[config.mk]
export PLATFORM = sky130hd
export DESIGN_NAME = edge_event_arbiter
export DESIGN_NICKNAME = d
export VERILOG_FILES = /design/src/rtl/edge_event_arbiter.sv
export SDC_FILE = /design/constraint.sdc
export NUM_CORES = 1
export LEC_CHECK = 0
export BUFFER_PORTS_ARGS = -buffer_cell sky130_fd_sc_hd__buf_2
export CAP_MARGIN = 20
export CORE_MARGIN = 3
export CORE_UTILIZATION = 38
export CTS_CLUSTER_DIAMETER = 120
export CTS_CLUSTER_SIZE = 8
export DETAILED_ROUTE_END_ITERATION = 10
export SYNTH_ARGS = -nofsm -noshare
export SYNTH_HDL_FRONTEND = slang
export SYNTH_SLANG_ARGS = --single-unit
[constraint.sdc]
create_clock -name clk -period 3.15 [get_ports clk]
set_input_delay 0.4725 -clock clk [delete_from_list [all_inputs] [get_ports clk]]
set_output_delay 0.4725 -clock clk [all_outputs]
set_load 0.05 [all_outputs]
[src/rtl/edge_event_arbiter.sv]
// Holds per-channel rising/falling edge pulses as pending events and hands
// them one at a time to a single valid/ready consumer in round-robin order.
module edge_event_arbiter #(
    parameter int NUM_INPUTS = 4,
    parameter int IDXWIDTH   = 2
) (
    input  logic                  clk,
    input  logic                  rst_n,
    input  logic [NUM_INPUTS-1:0] pos_pulse,
    input  logic [NUM_INPUTS-1:0] neg_pulse,
    output logic                  evt_valid,
    input  logic                  evt_ready,
    output logic [IDXWIDTH-1:0]   evt_index,
    output logic                  evt_rising,
    output logic [NUM_INPUTS-1:0] overflow,
    input  logic                  overflow_clr
);

    typedef enum logic [0:0] {
        ST_IDLE    = 1'b0,
        ST_PRESENT = 1'b1
    } state_t;

    state_t                r_state;
    logic [NUM_INPUTS-1:0] r_pend_r;
    logic [NUM_INPUTS-1:0] r_pend_f;
    logic [NUM_INPUTS-1:0] r_rise_first;
    logic [NUM_INPUTS-1:0] r_overflow;
    logic [IDXWIDTH-1:0]   r_rr;
    logic                  r_evt_valid;
    logic [IDXWIDTH-1:0]   r_evt_index;
    logic                  r_evt_rising;

    logic [NUM_INPUTS-1:0] w_pend_any;
    logic                  w_found;
    logic [IDXWIDTH-1:0]   w_sel;
    logic [IDXWIDTH-1:0]   w_cand;
    logic                  w_grant;
    logic                  w_sel_rising;
    logic [NUM_INPUTS-1:0] w_clr_r;
    logic [NUM_INPUTS-1:0] w_clr_f;
    logic [NUM_INPUTS-1:0] w_keep_r;
    logic [NUM_INPUTS-1:0] w_keep_f;
    logic [NUM_INPUTS-1:0] w_pend_r_nxt;
    logic [NUM_INPUTS-1:0] w_pend_f_nxt;
    logic [NUM_INPUTS-1:0] w_rise_first_nxt;
    logic [NUM_INPUTS-1:0] w_ovf_new;
    logic [NUM_INPUTS-1:0] w_ovf_nxt;

    // Channel number base+k, wrapping at NUM_INPUTS.
    function automatic logic [IDXWIDTH-1:0] wrap_add(input logic [IDXWIDTH-1:0] base, input int k);
        int v_sum;
        v_sum = (int'(base) + k) % NUM_INPUTS;
        return v_sum[IDXWIDTH-1:0];
    endfunction

    assign w_pend_any = r_pend_r | r_pend_f;

    // Round-robin search: first pending channel after the last granted one.
    always_comb begin
        w_found = 1'b0;
        w_sel   = {IDXWIDTH{1'b0}};
        w_cand  = {IDXWIDTH{1'b0}};
        for (int k = 1; k <= NUM_INPUTS; k++) begin
            w_cand = wrap_add(r_rr, k);
            if (!w_found && w_pend_any[w_cand]) begin
                w_found = 1'b1;
                w_sel   = w_cand;
            end else begin
                w_found = w_found;
            end
        end
    end

    assign w_grant      = (r_state == ST_IDLE) && w_found;
    assign w_sel_rising = r_pend_r[w_sel] & (~r_pend_f[w_sel] | r_rise_first[w_sel]);

    // Which pending bit the scheduler retires this cycle.
    always_comb begin
        w_clr_r = {NUM_INPUTS{1'b0}};
        w_clr_f = {NUM_INPUTS{1'b0}};
        if (w_grant) begin
            if (w_sel_rising) begin
                w_clr_r[w_sel] = 1'b1;
            end else begin
                w_clr_f[w_sel] = 1'b1;
            end
        end else begin
            w_clr_r = {NUM_INPUTS{1'b0}};
        end
    end

    // A pulse landing on a bit being retired re-arms it rather than overflowing.
    assign w_keep_r     = r_pend_r & ~w_clr_r;
    assign w_keep_f     = r_pend_f & ~w_clr_f;
    assign w_pend_r_nxt = w_keep_r | pos_pulse;
    assign w_pend_f_nxt = w_keep_f | neg_pulse;
    assign w_ovf_new    = (pos_pulse & w_keep_r) | (neg_pulse & w_keep_f);
    assign w_ovf_nxt    = (overflow_clr ? {NUM_INPUTS{1'b0}} : r_overflow) | w_ovf_new;

    // Order bit: records which edge arrived first when both end up pending.
    always_comb begin
        w_rise_first_nxt = r_rise_first;
        for (int i = 0; i < NUM_INPUTS; i++) begin
            if (pos_pulse[i] && neg_pulse[i]) begin
                w_rise_first_nxt[i] = 1'b1;
            end else if (pos_pulse[i] && !w_keep_f[i]) begin
                w_rise_first_nxt[i] = 1'b1;
            end else if (neg_pulse[i] && !w_keep_r[i]) begin
                w_rise_first_nxt[i] = 1'b0;
            end else begin
                w_rise_first_nxt[i] = r_rise_first[i];
            end
        end
    end

    // Pending store and sticky overflow flags.
    always_ff @(posedge clk or negedge rst_n) begin
        if (!rst_n) begin
            r_pend_r     <= {NUM_INPUTS{1'b0}};
            r_pend_f     <= {NUM_INPUTS{1'b0}};
            r_rise_first <= {NUM_INPUTS{1'b0}};
            r_overflow   <= {NUM_INPUTS{1'b0}};
        end else begin
            r_pend_r     <= w_pend_r_nxt;
            r_pend_f     <= w_pend_f_nxt;
            r_rise_first <= w_rise_first_nxt;
            r_overflow   <= w_ovf_nxt;
        end
    end

    // Delivery FSM with registered event outputs.
    always_ff @(posedge clk or negedge rst_n) begin
        if (!rst_n) begin
            r_state      <= ST_IDLE;
            r_evt_valid  <= 1'b0;
            r_evt_index  <= {IDXWIDTH{1'b0}};
            r_evt_rising <= 1'b0;
            r_rr         <= IDXWIDTH'(NUM_INPUTS - 1);
        end else begin
            case (r_state)
                ST_IDLE: begin
                    if (w_grant) begin
                        r_evt_index  <= w_sel;
                        r_evt_rising <= w_sel_rising;
                        r_rr         <= w_sel;
                        r_evt_valid  <= 1'b1;
                        r_state      <= ST_PRESENT;
                    end else begin
                        r_state <= ST_IDLE;
                    end
                end
                ST_PRESENT: begin
                    if (r_evt_valid && evt_ready) begin
                        r_evt_valid <= 1'b0;
                        r_state     <= ST_IDLE;
                    end else begin
                        r_state <= ST_PRESENT;
                    end
                end
                default: begin
                    r_evt_valid <= 1'b0;
                    r_state     <= ST_IDLE;
                end
            endcase
        end
    end

    assign evt_valid  = r_evt_valid;
    assign evt_index  = r_evt_index;
    assign evt_rising = r_evt_rising;
    assign overflow   = r_overflow;

endmodule

Word-level counts from Yosys, hierarchy flattened

Index checks and enable logic that the tools add are counted.

Register bits after elaboration: 23
Input port bits: 12
Output and inout bits: 8

Add/sub/neg operators: 4
Order comparisons: 6
Equality and inequality tests: 2
Multiplexer cells: 47
Bitwise operators: 15
Reductions and logical operators: 35

Operators with widths:

| cell                | count |
|---|---|
| $mux 1              | 28 |
| $mux 4              | 5 |
| $or 4x4->4          | 5 |
| $logic_and 1x1->1   | 18 |
| $and 4x4->4         | 4 |
| $lt 2x3->1 const B  | 5 |
| $bmux 1 s2          | 7 |
| $reduce_bool 3->1   | 4 |
| $logic_not 1->1     | 11 |
| $mux 2              | 4 |
| $not 4->4           | 2 |
| $add 2x1->2 const B | 2 |
| $add 2x2->2 const B | 2 |
| $pmux 1 s2          | 2 |
| $reduce_and 2->1    | 2 |
| $demux 1 s2         | 1 |
| $ge 2x1->1 const B  | 1 |
| $ne 2x1->1 const B  | 1 |
| $ne 2x2->1 const B  | 1 |
| $not 1->1           | 2 |
| $and 1x1->1         | 1 |
| $or 1x1->1          | 1 |

Depth between registers and ports, before layout

Word-level depth: 27
Gate-level depth with buffers: 9

Worst setup path after synthesis

OpenSTA, ideal clock, no wires.

Kind: flip-flop to flip-flop
Start point: register r_pend_f[1]
End point: register r_overflow[1], in the netlist overflow[1]
Arrival time: 2217 ps
Required time: 3024 ps
Setup slack: 807 ps
Stages on the path, launching flop included: 9
Buffers on the path: 0
Period minus slack after synthesis: 2343 ps
Cell sequence: dfrtp_1 or4_4 a32o_1 nor2_4 mux2i_1 o221ai_1 nand2_2 a21boi_1 a221o_1

Cells in the longest elaborated chain, start to end: 25
Elaborated cells on any way between the ends: 50
Classes of those cells: 2 x order compare; 28 x mux; 12 x bitwise; 8 x reduce/logical

Ends and longest elaborated chain:

| what                                                                | RTL line | text |
|---|---|---|
| from (decl)                                                         | 26       | `logic [NUM_INPUTS-1:0] r_pend_f;` |
| from (signal assigned)                                              | 121      | `r_pend_f <= {NUM_INPUTS{1'b0}};` |
| from (signal assigned)                                              | 126      | `r_pend_f <= w_pend_f_nxt;` |
| parallel branches: the longest is 23 deep, another holds $or 4x4->4 | n/a      |  |
| $or 4x4->4 *                                                        | 98       | `assign w_ovf_new = (pos_pulse & w_keep_r) \| (neg_pulse & w_keep_f);` |
| $or 4x4->4 *                                                        | 99       | `assign w_ovf_nxt = (overflow_clr ? {NUM_INPUTS{1'b0}} : r_overflow) \| w_ovf_new;` |
| named net w_ovf_nxt[1]                                              | 48       | `logic [NUM_INPUTS-1:0] w_ovf_nxt;` |
| to (signal assigned)                                                | 123      | `r_overflow <= {NUM_INPUTS{1'b0}};` |
| to (signal assigned)                                                | 128      | `r_overflow <= w_ovf_nxt;` |
| to (decl)                                                           | 28       | `logic [NUM_INPUTS-1:0] r_overflow;` |

Mark *: on every way through the listed nets, which the timed path passes. The select of a mux whose other input is x is not followed.
A chain may end at the register's enable or synchronous reset.

Worst setup path after layout

Start point: register r_pend_r[3]
End point: register r_overflow[0], in the netlist overflow[0]

Cells in the longest elaborated chain, start to end: 25
Elaborated cells on any way between the ends: 50
Classes of those cells: 2 x order compare; 28 x mux; 12 x bitwise; 8 x reduce/logical

Ends and longest elaborated chain:

| what                                                                | RTL line | text |
|---|---|---|
| from (decl)                                                         | 25       | `logic [NUM_INPUTS-1:0] r_pend_r;` |
| from (signal assigned)                                              | 120      | `r_pend_r <= {NUM_INPUTS{1'b0}};` |
| from (signal assigned)                                              | 125      | `r_pend_r <= w_pend_r_nxt;` |
| parallel branches: the longest is 23 deep, another holds $or 4x4->4 | n/a      |  |
| $or 4x4->4 *                                                        | 98       |  |
| $or 4x4->4 *                                                        | 99       |  |
| named net w_ovf_nxt[0]                                              | 48       |  |

Marks and branches as above.

==> flow_summary.toml <==
[floorplanning]
row_count = 21
die_h_um = 65.6
io_pins = 20
die_x_um = 65.6
start_util_pct = 39.8
core_area_sq_um = 3390
die-area_sq_um = 4300

[layout]
fin_cells = 207
layout-drive-gt1-share_pct = 24.2
antennaDiodeCount = 0
synthToLayoutAreaGrowth_pct = 12.1
nNetsFinal = 174
fin_util_pct = 44.6

[yosys]
synth-seq-cells = 23
netlist_area_sq_um = 1350
synth.most_common_cell = "dfrtp_1"
netlist.area_leader.share_pct = 39.0
synth_edf_count = 0
synthAdderAreaFrac_pct = 0
synthTopCellsByCount = "21 x dfrtp_1, 15 x nand2_1, 12 x nor2_1"
syn-num-nets = 152
synth_top_family_by_area = "compound AO/OA/AOI/OAI gates"
yosys.area_share.simple_pct = 25.9
synth_async_sr_flop_share_pct = 100
synthFlopType = "dfrtp_1"
yosysSeqAreaShare_pct = 42.9
ys_types = 50
synth_top_cell_by_area = "dfrtp_1"
synth_cells = 140
avgSynthCellArea_sq_um = 9.63
synthMuxAreaShare_pct = 0.742
synth_xor_area_share_pct = 0
yosysWarnings = 0
synth_compound_area_share_pct = 27.1
synth_area_leaders = "dfrtp_1 39%, nand2_1 4.2%, dfstp_2 3.9%"

[setup_path]
crit_fanout = 7
timing.critical_path.from = "r_pend_r[3]$_DFF_PN0_"
crit_path_end_kind = "flip-flop"
crit_path_start_kind = "flip-flop"
reg2reg_depth = 8
r2r-end = "overflow[0]$_DFF_PN0_"
cp_data_arrival_time_ns = 2.81
r2r-start = "r_pend_r[3]$_DFF_PN0_"
crit_type = "reg2reg"
required_ns = 3.34
rrSetupSlack_ns = 0.53
endpoint = "overflow[0]$_DFF_PN0_"

[power]
max-vdd-ir-drop_mv = 0.371
finalPower_mw = 1.24
p_per_area_nw_per_um2 = 818
p_leak_nw = 0.601

[clock_network]
post_cts_buffers = 0
cts_hold_buffers = 0
cts_root_buf = "clkbuf_4"
post_cts_resized = 0
clk_pin_slew_ns = 0.13
clock-sinks = 23
clock_path_buffers = 2
cts_tree = "done"
numCtsBuffers = 3
clk-insertion-delay-late_ns = 0.32
htree_levels = 1

[sta]
max-slew-margin-rel_pct = 50.1
post-route-period-util_pct = 83.0
rsz0062_at_grt = "false"
setup_viol = 0
period_minus_slack_ns = 2.62
fmax_mhz = 382
slew_viol_final = 0
finalHoldViolations = 0
tightest_slew_ns = 0.742
fin_setup_tns_ns = 0
fin_skew_ns = 0.00712

[outcome]
status = "completed"

[route]
viasPerCell = 5.57
detail-route-antenna-nets = 0
dr.pass1.iters = 4
route.detailed.drc = 0
wl_um = 3240
dr.first_iter.drc_count = 77
num_vias = 1152
detail_route.wl_per_cell_um = 15.6

[place]
gp_congestion = 0.905
placed_cells = 203
io_buffers = 19
dpl.hpwl_um = 2530

[global_route]
grt_pass1_vias = 1253
grt_util_all_layers_pct = 16.9
grt-ovfl-total = 0
grt_max_degree = 24
antenna_found_initial = 0
grt_pass1_wl_um = 5580

[run]
maxCapViolCount = 0

[min_path]
hold_path.class = "in2async"
-- per-stage QoR --
step	area [sq um]	hold slack [ns]	setup WS, ns
floorplan	1350	0.177	0.807
global placement	1490	0.458	0.565
detailed placement	1490	0.462	0.570
CTS	1510	0.119	0.549
global route	1510	0.131	0.361
finish	1510	0.104	0.534
-- layout by cell type, fill, tap and decap left out, types with 4 or more instances in the layout --
| master | count |
|---|---|
| nor2_1 | 12 |
| a21oi_1 | 7 |
| a211oi_1 | 4 |
| buf_2 | 19 |
| a21boi_1 | 5 |
| dfrtp_1 | 21 |
| or2_1 | 4 |
| nand2_1 | 15 |
| inv_1 | 8 |
-- how the worst min path moves through the flow --
stage	depth (start not counted)	slack [ns]	endpoint	startpoint
2_1_floorplan	0	0.18	evt_index[0]$_DFFE_PN0P_	rst_n
3_3_place_gp	2	0.46	evt_index[1]$_DFFE_PN0P_	evt_index[1]$_DFFE_PN0P_
3_5_place_dp	2	0.46	evt_index[1]$_DFFE_PN0P_	evt_index[1]$_DFFE_PN0P_
4_1_cts	1	0.12	r_pend_f[2]$_DFF_PN0_	rst_n
5_1_grt	1	0.13	overflow[2]$_DFF_PN0_	rst_n
6_report	1	0.10	overflow[1]$_DFF_PN0_	rst_n
-- worst max-delay path, stage by stage, from the launching register on --
cell	delay, ns
dfrtp_1	0.50
o21a_1	0.24
o31ai_1	0.61
o211ai_2	0.11
a21boi_1	0.32
o21ai_1	0.16
a211o_1	0.31
nand2_1	0.11
o221ai_1	0.13
-- cell families (layout without fill, tap and decap cells) --
| kind of cell | Yosys count | after routing |
|---|---|---|
| AOI/OAI and AO/OA | 44 | 44 |
| buffers and inverters | 10 | 31 |
| DFF | 23 | 23 |
| muxes | 1 | 1 |
| and+or+nand+nor | 62 | 62 |
-- metal layers --
metal | GRT usage (%) | up-vias | share of wire [%]
li1 | - | 559 | -
met1 | 21.3 | 558 | 46
met2 | 27.9 | 28 | 47
met3 | 2.39 | 7 | 5.0
met4 | 9.07 | 0 | 2.2
met5 | 0 | - | 0
-- where the power goes --
part	internal, mW	leakage (nW)	total, mW	switching, mW
logic	0.231	0.359	0.650	0.419
clock network	0.0496	0.0150	0.138	0.0889
registers	0.371	0.228	0.448	0.0770
total	0.652	0.601	1.24	0.585
-- final cells by class --
cell class | count | area, sq um
Fill cell | 332 | 1880
Multi-Input combinational cell | 107 | 724
Sequential cell | 23 | 578
Timing Repair Buffer | 19 | 95.1
Tap cell | 46 | 57.6
Inverter | 8 | 30.0
Clock buffer | 4 | 26.3
-- sequential cells by signal, indices dropped and copies added, names as in the netlist --
register and count:
evt_index 2, evt_rising 1, evt_valid 1, overflow 4, r_pend_f 4, r_pend_r 4, r_rise_first 4, r_rr 2
r_state 1
(Power assumes the default switching activity.)
